## src/rtl/tm_filter_pkg.sv

```systemverilog
// Shared types and helpers for the time-multiplexed FIR sequencer.
// No logic of its own; no latency.
// No handshake of its own; no backpressure.
package tm_filter_pkg;

  typedef enum logic [1:0] {
    ST_IDLE = 2'd0,
    ST_MAC  = 2'd1,
    ST_OUT  = 2'd2
  } state_e;

  // Index width for a counter of n values. This never returns 0, so a
  // single-value counter still gets a legal one-bit port.
  function automatic int clog2_min1(input int n);
    return (n <= 1) ? 1 : $clog2(n);
  endfunction

endpackage

```

## src/rtl/tm_mod_counter.sv

```systemverilog
// Modulo-MOD up counter with synchronous clear and a terminal-count flag.
// The count updates one cycle after inc; last is combinational from the count.
// No handshake of its own; it advances only when the parent asserts inc.
module tm_mod_counter
  import tm_filter_pkg::*;
#(
  parameter int MOD = 2,
  parameter int W   = clog2_min1(MOD)
) (
  input  logic         CLK,
  input  logic         RST,
  input  logic         inc,
  input  logic         clr,
  output logic [W-1:0] value,
  output logic         last
);

  assign last = (value == W'(MOD - 1));

  // The count wraps explicitly at MOD-1. It never relies on binary rollover.
  always_ff @(posedge CLK or negedge RST) begin
    if (!RST)
      value <= '0;
    else if (clr)
      value <= '0;
    else if (inc)
      value <= last ? '0 : value + W'(1);
  end

endmodule

```

## src/rtl/tm_filter_sequencer.sv

```systemverilog
// Drives one shared MAC across N taps for each of CH channels per accepted sample vector.
// The first result is valid N+1 cycles after accept. The period is CH*(N+1)+1 cycles with out_ready held high.
// in_ready is high only in IDLE. Without out_ready, OUT holds indefinitely and every output stays stable.
module tm_filter_sequencer
  import tm_filter_pkg::*;
#(
  parameter int N      = 3,
  parameter int CH     = 2,
  parameter int ONEHOT = 1,
  localparam int TW    = clog2_min1(N),
  localparam int CW    = clog2_min1(CH)
) (
  input  logic          CLK,
  input  logic          RST,
  input  logic          in_valid,
  output logic          in_ready,
  input  logic          out_ready,
  output logic          out_valid,
  output logic          xSEL,
  output logic [N-1:0]  muxSEL,
  output logic [TW-1:0] tapIdx,
  output logic [CW-1:0] chIdx,
  output logic          accCLR,
  output logic          accEN,
  output logic          outSEL,
  output logic          busy
);

  state_e state_q, state_d;
  logic   rdy_q;
  logic   in_fire;
  logic   tap_last, ch_last;
  logic   tap_inc, ch_inc;

  assign in_fire = in_valid & rdy_q & (state_q == ST_IDLE);
  assign tap_inc = (state_q == ST_MAC);
  assign ch_inc  = (state_q == ST_OUT) & out_ready;

  // The tap counter advances on every MAC cycle and wraps to 0 on the last tap.
  tm_mod_counter #(.MOD(N), .W(TW)) u_tap (
    .CLK   (CLK),
    .RST   (RST),
    .inc   (tap_inc),
    .clr   (in_fire),
    .value (tapIdx),
    .last  (tap_last)
  );

  // The channel counter advances when a result is taken and wraps to 0 after the last channel.
  tm_mod_counter #(.MOD(CH), .W(CW)) u_ch (
    .CLK   (CLK),
    .RST   (RST),
    .inc   (ch_inc),
    .clr   (in_fire),
    .value (chIdx),
    .last  (ch_last)
  );

  // rdy_q keeps in_ready low through reset and during the first cycle after reset release.
  always_ff @(posedge CLK or negedge RST) begin
    if (!RST)
      rdy_q <= 1'b0;
    else
      rdy_q <= 1'b1;
  end

  // State register. A reset aborts any MAC or OUT phase in progress.
  always_ff @(posedge CLK or negedge RST) begin
    if (!RST)
      state_q <= ST_IDLE;
    else
      state_q <= state_d;
  end

  // Next-state logic and Moore decode. xSEL is the only output that depends on an input.
  always_comb begin
    state_d   = state_q;
    in_ready  = 1'b0;
    xSEL      = 1'b0;
    muxSEL    = '0;
    accCLR    = 1'b0;
    accEN     = 1'b0;
    out_valid = 1'b0;
    outSEL    = 1'b0;
    busy      = (state_q != ST_IDLE);
    case (state_q)
      ST_IDLE: begin
        in_ready = rdy_q;
        xSEL     = in_valid & rdy_q;
        if (in_valid && rdy_q)
          state_d = ST_MAC;
      end
      ST_MAC: begin
        accEN  = 1'b1;
        accCLR = (tapIdx == '0);
        if (ONEHOT != 0)
          muxSEL = N'(1) << tapIdx;
        else
          muxSEL = N'(tapIdx);
        if (tap_last)
          state_d = ST_OUT;
      end
      ST_OUT: begin
        out_valid = 1'b1;
        outSEL    = 1'b1;
        if (out_ready)
          state_d = ch_last ? ST_IDLE : ST_MAC;
      end
      default: state_d = ST_IDLE;
    endcase
  end

endmodule

```

## config.mk

```make
export PLATFORM = sky130hd
export DESIGN_NAME = tm_filter_sequencer
export DESIGN_NICKNAME = d
export VERILOG_FILES = /design/src/rtl/tm_filter_pkg.sv /design/src/rtl/tm_mod_counter.sv /design/src/rtl/tm_filter_sequencer.sv
export SDC_FILE = /design/constraint.sdc
export NUM_CORES = 1
export LEC_CHECK = 0
export CAP_MARGIN = 20
export CORE_AREA = 3 3 40 42
export CTS_CLUSTER_SIZE = 14
export DETAILED_ROUTE_END_ITERATION = 10
export DIE_AREA = 0 0 43 45
export GPL_ROUTABILITY_DRIVEN = 1
export GPL_TIMING_DRIVEN = 0
export PLACE_DENSITY_LB_ADDON = 0.1
export SLEW_MARGIN = 15
export SYNTH_ARGS = -nofsm -noshare
export SYNTH_HDL_FRONTEND = slang
export SYNTH_HIERARCHICAL = 1
export SYNTH_SLANG_ARGS = --single-unit
```

## constraint.sdc

```tcl
create_clock -name CLK -period 1.15 [get_ports CLK]
set_input_delay 0.23 -clock CLK [delete_from_list [all_inputs] [get_ports CLK]]
set_output_delay 0.23 -clock CLK [all_outputs]
set_load 0.01 [all_outputs]
```

Word-level counts from Yosys, hierarchy flattened
Cells that the tools add are included.

cells by class
  $add $sub $neg = 2
  $mul = 0
  divide/modulo/power cells = 0
  magnitude comparators = 0
  equality and inequality tests = 6
  shifts and indexed selects = 1
  multiplexer cells = 17
  bitwise gates (word level) = 3
  reductions and logical operators = 7

operators by type and width
  kind                 number
  $mux 2               6
  $mux 1               9
  $pmux 2 s3           1
  $reduce_bool 2->1    3
  $eq 2x2->1 const B   2
  $logic_not 2->1      2
  $ne 2x1->1 const B   2
  $and 1x1->1          3
  $mux 3               1
  $reduce_and 3->1     1
  $shl 1x2->3 const A  1
  $add 2x1->2 const B  1
  $eq 2x1->1 const B   1
  $ne 2x2->1 const B   1
  $add 1x1->1 const B  1
  $logic_and 1x1->1    1

storage, ports and cells
  bits in registers = 6
  latch bits = 0
  RAM bits = 0
  bits in read-only memories = 0
  bits of input ports = 4
  output and inout port bits = 13
  logic and storage cells = 40
  memories = 0

Depth between registers and ports, before layout
  depth after elaboration = 4
  depth in mapped cells = 4
  gate-level depth less buffers = 4

By module
Netlist, hierarchy kept.

by module, submodules not included
  module                   times used  cells each  area each (µm²)  seq. area each (µm²)
  tm_filter_sequencer      1           22          209.0            75.1
  tm_mod_counter at u_tap  1           9           95.1             50.0
  tm_mod_counter at u_ch   1           4           45.0             25.0

Worst setup path before layout
OpenSTA, ideal clock, no wires.

  path type = register -> output
  start = register state_q[1]
  end = output port muxSEL[0]
  arrival = 1123 ps
  required time = 920 ps
  setup slack = -203 ps
  stages on the path, launching flop included = 4
  path buffers = 1
  cell sequence = dfrtp_1 > nand2b_2 > nor3_1 > buf_4

on the way
  longest elaborated chain between the ends = 2

ends and longest elaborated chain
  element                 line                       text
  from (decl)             tm_filter_sequencer.sv:29  state_e state_q, state_d;
  from (signal assigned)  tm_filter_sequencer.sv:72  state_q <= state_d;
  $eq 2x1->1              tm_filter_sequencer.sv:86  case (state_q)
  $mux 3                  tm_filter_sequencer.sv:86
  to (decl)               tm_filter_sequencer.sv:20  output logic [N-1:0] muxSEL,

Every way passes these cells.

Worst setup path after layout
  start = register state_q[1]
  end = output port xSEL

on the way
  longest elaborated chain between the ends = 2

ends and longest elaborated chain
  element          line                       text
  $logic_not 2->1  tm_filter_sequencer.sv:86
  $mux 1           tm_filter_sequencer.sv:86
  to (decl)        tm_filter_sequencer.sv:19  output logic xSEL,

Every way passes these cells.

==> flow_summary.toml <==
[global_routing]
grt_antenna_before_repair = 0
grt_max_degree = 7
global_route.usage.total_pct = 9.152
first_global_vias = 331
globalRouteOverflowTotal = 0
wire_length_of_the_first_global_routing_pass_mm = 1.352

[placed_design]
io_buffer_count = 16
placement.cell_area_sq_um = 556.8
hpwlAfterDp_um = 613
routabilityCongestion = 0.6938
placement.setup.worst_slack_ns = -0.4951

[timing]
timing.final.ws_setup_ns = -0.3246
timing.final.crit_share_pct = 128.2
fin_worst_skew_ns = 0.01337
rsz_0062_raised_after_global_routing = "yes"
final-setup-viol-count = 15
max_freq_mhz = 678.2
whs_ns = 0.2212
finalCriticalPeriod_ns = 1.475
hold_viol_final = 0
report.final.slew_viol_count = 0

[critical_path]
critPathTopFamily = "flip-flops"
path_class = "flop to output pin"
cp_max_fo = 5
critPathSlowestCell = "sky130_fd_sc_hd__dfrtp_2"
timing.critical_path.slowest_cell_delay_ns = 0.42
critPathRequiredTime_ns = 0.92
r2r.worst_path.cells = 6
crit_chain = "buf_12 -> nor3b_4 -> and2_4 -> buf_6"
startpoint_type = "flop"
setup.worst_path.end_class = "output pin"
worst-path-buf-inv = 2
critPathLaunch = "state_q[1]$_DFFE_PN0P_"
worst_r2r_startpoint = "state_q[0]$_DFFE_PN0P_"
timing.critical_path.arrival_ns = 1.24
worst-path-stages = 4

[final_layout]
final.fill_count = 117
finish.instance_area_sq_um = 738.2
area_used_by_multi_input_combinational_logic_sq_um = 220.2
antenna_cell_count = 0
syn2layout_area_growth_pct = 111.5
drive_gt1_share_pct = 69.57
post-route-util_pct = 57.45
number_of_nets_in_the_final_layout = 74
ff_latch_area_sq_um = 155.1

[cts]
h-tree-depth = 1
clockBufferDepth = 2
hold_buffers = 0
cts.clk_slew.worst_paths_ns = 0.05
cts.sinks = 6
root_buffer = "sky130_fd_sc_hd__clkbuf_4"
clk_latency_worst_skew_pair_ns = 0.24
cts_tree = "built"
cts_inserted_buffers = 3

[power_and_ir_drop]
switching_share_pct = 36.14
cellInternalPower_w = 0.001237
cellLeakagePower_nw = 0.3530
comb_power_share_pct = 67.9
pwr-share-seq_pct = 21.3
power.net_switching_w = 0.0007002
portion_of_total_power_attributed_to_the_clock_network_pct = 10.7
peakVddDrop_mv = 1.081
total_power_w = 0.001938
power.density_mw_per_mm2 = 2625

[job]
max-cap-violations = 0

[drt]
initialDrtViolationCount = 3
post_drt_via_cell_ratio = 4.369
drc = 0
drt_pass1_iterations = 2
detail_route.wl_per_cell_um = 11.63
vias = 367
routed_wl_um = 977
final_antenna_net_count = 0

[floorplan]
floorplan.io_pins = 17
die_h_um = 45
fp-row-count = 13
starting_utilization_of_the_core_area_pct = 27.17
die-width_um = 43
die_area_sq_mm = 0.001935
core_area_sq_mm = 0.001285

[synth]
postSynthRegisterBits = 6
netlist_area_before_placement_sq_um = 349.1
ys.warnings.count = 6
synth.lib_cells_used.distinct = 21
synthesis.instances = 35
syn-mean-instance-area_sq_um = 9.974
syn-num-nets = 39
synth_sequential_area_ratio_pct = 43.01

[outcome]
run_status = "complete, but fails checks"
failed_checks = "negative setup slack"

[min_path]
min-delay-path-class = "input pin to asynchronous set/reset pin"
[per-layer routing]
layer,vias up,GRT usage (%),wire (um)
li1,182,-,-
met3,0,1.195,33
met1,178,10.86,348
met4,0,3.614,0
met2,7,16.77,595
met5,-,0,0
[cell usage after synthesis, drive strengths merged]
library cell / number / area [sq um]
nor2: 1 / 3.750
a21oi: 2 / 10.01
buf: 3 / 22.52
o2bb2ai: 1 / 8.760
xnor2: 1 / 8.760
nor3b: 4 / 35.03
nor2b: 2 / 15.02
inv: 3 / 11.26
conb: 1 / 3.750
or2: 1 / 6.260
or3b: 1 / 8.760
and2: 2 / 12.51
nor4bb: 1 / 10.01
dfrtp: 6 / 150.1
a211o: 1 / 8.760
nand2b: 3 / 21.27
nand3b: 1 / 7.510
nor3: 1 / 5.000
[logic make-up (layout without fill, tap and decap cells)]
family / count (synthesis) / in the layout / share of synthesized area [%]
flip-flops: 6 / 6 / 43.01
AND/OR/NAND/NOR: 17 / 17 / 35.84
buffers and inverters: 6 / 40 / 9.677
AO/OA/AOI/OAI: 4 / 4 / 7.886
other: 1 / 1 / 1.074
XOR/XNOR: 1 / 1 / 2.509
[cell usage in the layout (no fill, tap or decap)]
cell type / netlist / routed
sky130_fd_sc_hd__nor3b_4: 0 / 1
sky130_fd_sc_hd__dfrtp_2: 0 / 4
sky130_fd_sc_hd__nand2b_1: 2 / 2
sky130_fd_sc_hd__or3b_1: 1 / 1
sky130_fd_sc_hd__and2_4: 0 / 1
sky130_fd_sc_hd__buf_6: 0 / 13
sky130_fd_sc_hd__nor3b_2: 1 / 3
sky130_fd_sc_hd__or2_4: 0 / 1
sky130_fd_sc_hd__buf_4: 3 / 11
sky130_fd_sc_hd__nand3b_1: 1 / 1
sky130_fd_sc_hd__dfrtp_1: 6 / 2
sky130_fd_sc_hd__inv_4: 0 / 1
sky130_fd_sc_hd__and2_1: 2 / 1
sky130_fd_sc_hd__a211o_1: 1 / 1
sky130_fd_sc_hd__nor2b_4: 0 / 2
sky130_fd_sc_hd__nor3_4: 0 / 1
sky130_fd_sc_hd__buf_12: 0 / 1
sky130_fd_sc_hd__buf_2: 0 / 5
sky130_fd_sc_hd__nand2b_4: 0 / 1
sky130_fd_sc_hd__a21oi_1: 2 / 2
sky130_fd_sc_hd__inv_1: 3 / 2
sky130_fd_sc_hd__clkdlybuf4s50_1: 0 / 3
sky130_fd_sc_hd__clkbuf_4: 0 / 3
sky130_fd_sc_hd__conb_1: 1 / 1
sky130_fd_sc_hd__clkbuf_1: 0 / 1
sky130_fd_sc_hd__o2bb2ai_1: 1 / 1
sky130_fd_sc_hd__xnor2_1: 1 / 1
sky130_fd_sc_hd__nor2_1: 1 / 1
sky130_fd_sc_hd__nor4bb_1: 1 / 1
[power by group through the flow]
| stage | Sequential [W] | Clock (W) | Combinational, W |
|---|---|---|---|
| 2_1_floorplan | 0.000424 | 0 | 0.000499 |
| 3_3_place_gp | 0.000427 | 0 | 0.000905 |
| 3_5_place_dp | 0.000438 | 0 | 0.000925 |
| 4_1_cts | 0.000419 | 0.000212 | 0.00118 |
| 5_1_grt | 0.000424 | 0.000228 | 0.00141 |
| 6_report | 0.000414 | 0.000208 | 0.00132 |
[final timing paths]
check / endpoint / slack [ns]
worst min-delay path: u_tap/value[0]$_DFFE_PN0P_ / 0.22
worst max register to register: u_ch/last$_DFFE_PN0P_ / -0.16
worst max-delay path: xSEL / -0.32
worst min register to register: u_ch/last$_DFFE_PN0P_ / 0.66
min in group CLK: state_q[0]$_DFFE_PN0P_ / 0.64
max in group asynchronous: state_q[1]$_DFFE_PN0P_ / 0.68
[metrics by stage]
step	instances	setup TNS [ns]
2_1_floorplan	35	-0.08138
3_3_place_gp	66	-4.367
3_5_place_dp	66	-4.574
4_1_cts	79	-2.661
5_1_grt	84	-3.346
6_report	84	-2.741
[worst reg2reg max path, stage by stage (launching register included)]
cell	delay, ns
sky130_fd_sc_hd__dfrtp_2	0.46
sky130_fd_sc_hd__buf_4	0.16
sky130_fd_sc_hd__nor2b_4	0.15
sky130_fd_sc_hd__buf_6	0.11
sky130_fd_sc_hd__and2_1	0.12
sky130_fd_sc_hd__xnor2_1	0.12
sky130_fd_sc_hd__nor2_1	0.06
[cell type report]
cell class	instances	area share, %
plain buffers	3	3.559
clock buffers	4	3.559
inverters	3	1.864
multi-input cells	23	29.83
flip-flops and latches	6	21.02
well taps	15	2.542
repair buffers	30	37.63
[state kept, by name, indices dropped and copies added (netlist names)]
name         cells
u_tap/value      2
rdy_q            1
u_ch/last        1
state_q          2
[timing repair]
item | 4_1_cts | 5_1_grt
setup endpoints to repair | 14 | 16
cloned | 0 | 0
buffers inserted | 9 | 5
resized for setup | 70 | 5
pin swaps | 8 | 6
(Power assumes the default switching activity.)
